**src/rtl/gups_engine_if.sv**
```systemverilog
// Memory request port between the GUPS engine and the memory controller.
// A single request is outstanding at a time; ready marks acceptance at the clock edge.
interface gups_engine_if #(
  parameter int ADDR_W = 64,
  parameter int DATA_W = 64
);
  logic [ADDR_W-1:0] address;
  logic [DATA_W-1:0] dataOut;
  logic [DATA_W-1:0] dataIn;
  logic              request;
  logic              write;
  logic              ready;

  modport master (output address, dataOut, request, write, input dataIn, ready);
  modport slave  (input address, dataOut, request, write, output dataIn, ready);
endinterface

```
**src/rtl/gups_engine.sv**
```systemverilog
// Random-access update engine: a 64-bit Galois LFSR picks table indices and each one
// gets a read-modify-write on the memory port, for a programmed number of updates.
module gups_engine #(
  parameter int          ADDR_W = 64,
  parameter int          DATA_W = 64,
  parameter int          CNT_W  = 32,
  parameter logic [63:0] POLY   = 64'h7,
  parameter int          ALIGN  = 3,
  parameter bit          MODE   = 1'b0
) (
  input  logic             clk_i,
  input  logic             reset_i,
  input  logic             start_i,
  input  logic [63:0]      seed_i,
  input  logic [63:0]      range_i,
  input  logic [CNT_W-1:0] numUpdates_i,
  gups_engine_if.master    mem,
  output logic             busy_o,
  output logic             done_o,
  output logic [CNT_W-1:0] count_o,
  output logic [CNT_W-1:0] cycles_o
);

  // Wide enough that the index shift never loses bits before the final truncation.
  localparam int SHIFT_W = (ADDR_W > 64 + ALIGN) ? ADDR_W : 64 + ALIGN;

  typedef enum logic [2:0] {IDLE, GEN, READ, WRITE, DONE} state_e;

  state_e             state_q, state_d;
  logic [63:0]        lfsr_q, lfsr_d;
  logic [ADDR_W-1:0]  addr_q, addr_d;
  logic [DATA_W-1:0]  wrData_q, wrData_d;
  logic               req_q, req_d;
  logic               wr_q, wr_d;
  logic [CNT_W-1:0]   count_q, count_d;
  logic [CNT_W-1:0]   cycles_q, cycles_d;

  logic [63:0]        lfsrNext;
  logic [SHIFT_W-1:0] indexWide;
  logic [ADDR_W-1:0]  addrNext;
  logic [DATA_W-1:0]  updateVal;
  logic [CNT_W-1:0]   countInc;
  logic               lastUpdate;

  always_comb begin
    lfsrNext   = {lfsr_q[62:0], 1'b0} ^ (lfsr_q[63] ? POLY : 64'd0);
    indexWide  = SHIFT_W'(lfsrNext & range_i);
    addrNext   = ADDR_W'(indexWide << ALIGN);
    updateVal  = MODE ? (mem.dataIn + DATA_W'(1)) : (mem.dataIn ^ DATA_W'(lfsr_q));
    countInc   = count_q + CNT_W'(1);
    lastUpdate = (countInc == numUpdates_i);
  end

  always_ff @(posedge clk_i) begin
    if (reset_i) begin
      state_q  <= IDLE;
      lfsr_q   <= 64'd1;
      addr_q   <= '0;
      wrData_q <= '0;
      req_q    <= 1'b0;
      wr_q     <= 1'b0;
      count_q  <= '0;
      cycles_q <= '0;
    end else begin
      state_q  <= state_d;
      lfsr_q   <= lfsr_d;
      addr_q   <= addr_d;
      wrData_q <= wrData_d;
      req_q    <= req_d;
      wr_q     <= wr_d;
      count_q  <= count_d;
      cycles_q <= cycles_d;
    end
  end

  always_comb begin
    state_d = state_q;
    case (state_q)
      IDLE:    if (start_i) state_d = (numUpdates_i == '0) ? DONE : GEN;
      GEN:     state_d = READ;
      READ:    if (mem.ready) state_d = WRITE;
      WRITE:   if (mem.ready) state_d = lastUpdate ? DONE : GEN;
      DONE:    if (!start_i) state_d = IDLE;
      default: state_d = IDLE;
    endcase
  end

  // Datapath next values; with ready low in READ/WRITE everything simply holds.
  always_comb begin
    lfsr_d   = lfsr_q;
    addr_d   = addr_q;
    wrData_d = wrData_q;
    req_d    = req_q;
    wr_d     = wr_q;
    count_d  = count_q;
    cycles_d = cycles_q;
    if (busy_o && !(&cycles_q)) cycles_d = cycles_q + CNT_W'(1);
    case (state_q)
      IDLE: begin
        if (start_i) begin
          lfsr_d   = (seed_i == 64'd0) ? 64'd1 : seed_i;
          count_d  = '0;
          cycles_d = '0;
        end
      end
      GEN: begin
        lfsr_d = lfsrNext;
        addr_d = addrNext;
        req_d  = 1'b1;
        wr_d   = 1'b0;
      end
      READ: begin
        if (mem.ready) begin
          wrData_d = updateVal;
          wr_d     = 1'b1;
        end
      end
      WRITE: begin
        if (mem.ready) begin
          req_d   = 1'b0;
          wr_d    = 1'b0;
          count_d = countInc;
        end
      end
      default: ;
    endcase
  end

  always_comb begin
    busy_o = (state_q == GEN) || (state_q == READ) || (state_q == WRITE);
    done_o = (state_q == DONE);
  end

  assign mem.address = addr_q;
  assign mem.dataOut = wrData_q;
  assign mem.request = req_q;
  assign mem.write   = wr_q;
  assign count_o     = count_q;
  assign cycles_o    = cycles_q;

endmodule

```
**src/flat_wrapper.sv**
```systemverilog
// flat-port wrapper written by rule: the top's interface ports become plain ports
module gups_engine_flat 
#(
  parameter int          ADDR_W = 64,
  parameter int          DATA_W = 64,
  parameter int          CNT_W  = 32,
  parameter logic [63:0] POLY   = 64'h7,
  parameter int          ALIGN  = 3,
  parameter bit          MODE   = 1'b0
)
  (clk_i, reset_i, start_i, seed_i, range_i, numUpdates_i, busy_o, done_o, count_o, cycles_o, mem_address, mem_dataOut, mem_request, mem_write, mem_dataIn, mem_ready);
  gups_engine_if #(.ADDR_W(ADDR_W), .DATA_W(DATA_W)) mem_i ();
  input  logic clk_i;
  input  logic reset_i;
  input  logic start_i;
  input  logic [63:0] seed_i;
  input  logic [63:0] range_i;
  input  logic [CNT_W-1:0] numUpdates_i;
  output logic busy_o;
  output logic done_o;
  output logic [CNT_W-1:0] count_o;
  output logic [CNT_W-1:0] cycles_o;
  output wire logic [$bits(mem_i.address)-1:0] mem_address;
  output wire logic [$bits(mem_i.dataOut)-1:0] mem_dataOut;
  output wire logic [$bits(mem_i.request)-1:0] mem_request;
  output wire logic [$bits(mem_i.write)-1:0] mem_write;
  input wire logic [$bits(mem_i.dataIn)-1:0] mem_dataIn;
  input wire logic [$bits(mem_i.ready)-1:0] mem_ready;
  assign mem_address = mem_i.address;
  assign mem_dataOut = mem_i.dataOut;
  assign mem_request = mem_i.request;
  assign mem_write = mem_i.write;
  assign mem_i.dataIn = mem_dataIn;
  assign mem_i.ready = mem_ready;
  gups_engine #(.ADDR_W(ADDR_W), .DATA_W(DATA_W), .CNT_W(CNT_W), .POLY(POLY), .ALIGN(ALIGN), .MODE(MODE)) u_core (.clk_i(clk_i), .reset_i(reset_i), .start_i(start_i), .seed_i(seed_i), .range_i(range_i), .numUpdates_i(numUpdates_i), .mem(mem_i), .busy_o(busy_o), .done_o(done_o), .count_o(count_o), .cycles_o(cycles_o));
endmodule
```
**config.mk**
```make
export PLATFORM = sky130hd
export DESIGN_NAME = gups_engine_flat
export DESIGN_NICKNAME = d
export VERILOG_FILES = /design/src/rtl/gups_engine_if.sv /design/src/rtl/gups_engine.sv /design/src/flat_wrapper.sv
export SDC_FILE = /design/constraint.sdc
export NUM_CORES = 1
export LEC_CHECK = 0
export CORE_ASPECT_RATIO = 1.25
export CORE_MARGIN = 8
export CORE_UTILIZATION = 49
export CTS_CLUSTER_DIAMETER = 60
export DETAILED_ROUTE_END_ITERATION = 6
export PLACE_DENSITY = 0.89
export SETUP_SLACK_MARGIN = 0.4
export SLEW_MARGIN = 25
export SYNTH_ARGS = -nofsm -noshare
export SYNTH_HDL_FRONTEND = slang
export SYNTH_SLANG_ARGS = --single-unit
```
**constraint.sdc**
```tcl
create_clock -name clk_i -period 4.1 [get_ports clk_i]
set_input_delay 0.615 -clock clk_i [delete_from_list [all_inputs] [get_ports clk_i]]
set_output_delay 0.615 -clock clk_i [all_outputs]
set_load 0.005 [all_outputs]
```
==> run_summary.xml <==
<?xml version="1.0" encoding="UTF-8"?>
<metrics>
  <group name="detailed_routing">
    <metric name="drtPass1Iterations" unit="">5</metric>
    <metric name="avgRoutedWirePerCell" unit="um">21.0</metric>
    <metric name="wl" unit="mm">43.9</metric>
    <metric name="drtAntennaViolNets" unit="">0</metric>
    <metric name="detailedRoute.firstIterationViolations" unit="">772</metric>
    <metric name="maxUsedRoutingLayer" unit="">met5</metric>
    <metric name="remaining_drc_errors" unit="">0</metric>
    <metric name="wl_met1" unit="mm">15.9</metric>
    <metric name="detailroute.via_count" unit="">12400</metric>
    <metric name="detailroute.wirelength.met3" unit="mm">4.26</metric>
    <metric name="met2RoutedLength" unit="mm">21.7</metric>
    <metric name="via_per_inst" unit="">5.91</metric>
  </group>
  <group name="job">
    <metric name="cap_violations" unit="">0</metric>
  </group>
  <group name="cts">
    <metric name="clock_tree_from_tritoncts" unit="">built</metric>
    <metric name="numCtsBuffers" unit="">27</metric>
    <metric name="cts_num_sinks" unit="">258</metric>
    <metric name="clock_tree.root_cell" unit="">sky130_fd_sc_hd__clkbuf_16</metric>
    <metric name="postCtsResizedCells" unit="">0</metric>
    <metric name="clock_path_buffers" unit="">3</metric>
    <metric name="cts.clk_slew.worst_paths" unit="ns">0.06</metric>
    <metric name="clock_tree.htree_level_count" unit="">1</metric>
    <metric name="postCtsSetupBuffers" unit="">0</metric>
    <metric name="worstSkewPairLatency" unit="ns">0.54</metric>
    <metric name="cts.hold.buffers_added" unit="">0</metric>
  </group>
  <group name="layout">
    <metric name="final_common_cell" unit="">sky130_fd_sc_hd__clkdlybuf4s50_1</metric>
    <metric name="mostFrequentLayoutCells" unit="">sky130_fd_sc_hd__clkdlybuf4s50_1 (416), sky130_fd_sc_hd__dfxtp_1 (258), sky130_fd_sc_hd__nand2_1 (164)</metric>
    <metric name="drive_gt1_share" unit="%">4.57</metric>
    <metric name="layout-area-overhead-vs-synth" unit="%">44.2</metric>
    <metric name="nets" unit="">2005</metric>
  </group>
  <group name="sta">
    <metric name="setup_viol" unit="">0</metric>
    <metric name="grt_setup_unrepaired" unit="">no</metric>
    <metric name="final_max_slew_viol_count" unit="">0</metric>
    <metric name="maxClockFrequency" unit="MHz">323</metric>
    <metric name="hold-worst-slack" unit="ns">0.450</metric>
    <metric name="max_slew.worst_pin.slew" unit="ns">0.986</metric>
    <metric name="finalWorstPathRequiredPeriod" unit="ns">3.09</metric>
    <metric name="skew" unit="ns">0.0139</metric>
    <metric name="timing.setup.tns" unit="ns">0</metric>
    <metric name="final-hold-violation-count" unit="">0</metric>
    <metric name="slew-limit-headroom" unit="%">34.3</metric>
    <metric name="post-route-period-util" unit="%">75.4</metric>
  </group>
  <group name="die">
    <metric name="floorplan_core_area" unit="mm^2">0.0236</metric>
    <metric name="die_y" unit="um">189</metric>
    <metric name="io_pins" unit="">424</metric>
    <metric name="rows" unit="">63</metric>
    <metric name="start_util" unit="%">49.7</metric>
    <metric name="die_area" unit="mm^2">0.0291</metric>
    <metric name="fp.dieW" unit="um">154</metric>
  </group>
  <group name="power_and_ir_drop">
    <metric name="leakagePower" unit="nW">5.45</metric>
    <metric name="vdd_ir_drop_max" unit="mV">0.474</metric>
    <metric name="power_density" unit="mW/mm^2">370</metric>
  </group>
  <group name="yosys">
    <metric name="post_synth_instance_area" unit="mm^2">0.0117</metric>
    <metric name="synthesized_area_divided_by_synthesized_cell_count" unit="um^2">8.27</metric>
    <metric name="number_of_distinct_standard_cells_referenced_by_the_synthesized_netlist" unit="">59</metric>
    <metric name="number_of_instances_in_the_synthesized_netlist" unit="">1416</metric>
    <metric name="number_of_storage_elements_in_the_synthesis_netlist" unit="">258</metric>
    <metric name="synth_sequential_area_ratio" unit="%">44.1</metric>
    <metric name="yosys_warnings" unit="">0</metric>
    <metric name="synth_async_sr_flop_share" unit="%">0</metric>
    <metric name="ys.flop_type" unit="">sky130_fd_sc_hd__dfxtp_1</metric>
    <metric name="synth-edff-count" unit="">0</metric>
  </group>
  <group name="setup_path">
    <metric name="crit_path_max_incr_delay" unit="ns">0.75</metric>
    <metric name="cp-end-kind" unit="">register</metric>
    <metric name="worstSetupPathType" unit="">register to register</metric>
    <metric name="worst_path_dominant_cell_family" unit="">simple AND/OR/NAND/NOR gates</metric>
    <metric name="setup.worst_path.start" unit="">u_core.count_o[0]</metric>
    <metric name="worstPathBufferInverterCount" unit="">0</metric>
    <metric name="reg_to_reg_critical_path_startpoint" unit="">u_core.count_o[0]</metric>
    <metric name="worst_path_max_delay_cell" unit="">sky130_fd_sc_hd__or4_1</metric>
    <metric name="worstPathCellList" unit="">ha_1 &gt; nand3_1 &gt; or4_1 &gt; nor3_1 &gt; and4_1 &gt; o211ai_1 &gt; nor4_1 &gt; a21boi_1</metric>
    <metric name="crit_arrival" unit="ns">3.51</metric>
    <metric name="timing.critical_path.fanout_max" unit="">9</metric>
    <metric name="timing.critical_path.from_type" unit="">register</metric>
    <metric name="worst_ep_required_time" unit="ns">4.51</metric>
  </group>
  <group name="place">
    <metric name="count_of_input_and_output_buffers" unit="">417</metric>
    <metric name="globalplace.congestion" unit="">0.902</metric>
    <metric name="dpl.hpwl" unit="mm">32.1</metric>
  </group>
  <group name="global_routing">
    <metric name="grt.total_usage" unit="%">28.7</metric>
    <metric name="number_of_global_route_vias_before_repair" unit="">12100</metric>
    <metric name="grt_start_max_net_pins" unit="">85</metric>
    <metric name="grt-ovfl-total" unit="">0</metric>
    <metric name="number_of_antenna_violations_at_the_first_check_in_global_routing" unit="">4</metric>
    <metric name="grt_first_pass_wirelength" unit="mm">67.5</metric>
  </group>
  <group name="min_path">
    <metric name="worstHoldPathType" unit="">register to register</metric>
    <metric name="holdCritStartpoint" unit="">u_core.mem.address[63]</metric>
  </group>
  <group name="run_status">
    <metric name="run_status" unit="">completed</metric>
  </group>
</metrics>
## per-layer routing
layer / vias up / global-route usage (%)
met1: 5830 / 32.0
li1: 5768 / -
met5: - / 0
met2: 631 / 49.4
met4: 2 / 13.9
met3: 131 / 8.30
## kinds of logic after synthesis
| kind of cell | share of synthesized area, % |
|---|---|
| XOR/XNOR | 10.6 |
| flip-flops | 44.1 |
| multiplexers | 0.257 |
| AO/OA/AOI/OAI | 18.7 |
| adder cells (fa/ha/maj) | 0.214 |
| buffers and inverters | 3.72 |
| AND/OR/NAND/NOR | 22.3 |
| other | 0.0320 |
## stage by stage
step	setup slack, ns	util (%)	total power [W]	area (um^2)	std cells
2_1_floorplan	1.56	-	0.00323	11700	1418
3_3_place_gp	1.14	67.7	0.00372	16000	2038
3_5_place_dp	1.07	67.7	0.00375	16000	2038
4_1_cts	1.06	71.6	0.00628	16900	2087
5_1_grt	0.865	71.6	0.00647	16900	2089
6_report	1.01	71.6	0.00625	16900	2090
## power breakdown
part / total, W / leakage, nW / switching, W / internal [W]
sequential: 0.00275 / 2.09 / 0.000127 / 0.00262
clock: 0.00254 / 0.455 / 0.00106 / 0.00147
combinational: 0.000960 / 2.90 / 0.000473 / 0.000487
## cells in the mapped netlist (6+ instances only)
cell                         n  area share [%]
sky130_fd_sc_hd__nor2_1    151             4.8
sky130_fd_sc_hd__nor4_1     36             1.9
sky130_fd_sc_hd__dfxtp_1   258              44
sky130_fd_sc_hd__o21ai_0    33             1.4
sky130_fd_sc_hd__and2_1      7            0.37
sky130_fd_sc_hd__nand4_1    28             1.5
sky130_fd_sc_hd__a211oi_1   67             4.3
sky130_fd_sc_hd__nand3_1    87             3.7
sky130_fd_sc_hd__buf_2       7            0.30
sky130_fd_sc_hd__xnor2_1   109             8.2
sky130_fd_sc_hd__xor2_1     33             2.5
sky130_fd_sc_hd__a31oi_1     6            0.32
sky130_fd_sc_hd__clkbuf_1   86             2.8
sky130_fd_sc_hd__a22oi_1    65             4.2
sky130_fd_sc_hd__and4_1      9            0.67
sky130_fd_sc_hd__nand2_1   164             5.3
sky130_fd_sc_hd__or3_1       6            0.32
sky130_fd_sc_hd__nor3_1     27             1.2
sky130_fd_sc_hd__a311oi_1   11            0.82
sky130_fd_sc_hd__a21oi_1   150             6.4
## flip-flops by register name (all words and copies together) (netlist names)
register and cells:
u_core.count_o 32, u_core.mem.request 1, u_core.mem.dataOut 64, u_core.mem.write 1, u_core.state_q 3, u_core.lfsr_q 64, u_core.mem.address 61, u_core.cycles_o 32
## path summary, 6_finish.rpt
check	endpoint	slack, ns	cells after the start
setup / recovery	u_core.state_q[0]	1.01	8
hold / removal	u_core.mem.address[63]	0.45	2
hold reg to reg	u_core.mem.address[63]	0.45	2
setup reg to reg	u_core.state_q[0]	1.01	8
## layout make-up
| class | instances | area, um^2 |
|---|---|---|
| fillers | 1718 | 6690 |
| multi-input cells | 1052 | 6140 |
| flip-flops and latches | 258 | 5160 |
| repair buffers | 431 | 4280 |
| clock buffers | 32 | 734 |
| well taps | 292 | 365 |
| clock inverters | 17 | 175 |
| inverters | 5 | 18.8 |
| diodes | 3 | 7.51 |
## worst min-delay path: cells and delay by family (launching register included)
kind / cells / cell delay, ns
AND/OR/NAND/NOR: 1 / 0.05
AO/OA/AOI/OAI: 1 / 0.05
flip-flops: 1 / 0.31
No activity file was read; power rests on OpenSTA's default activity.
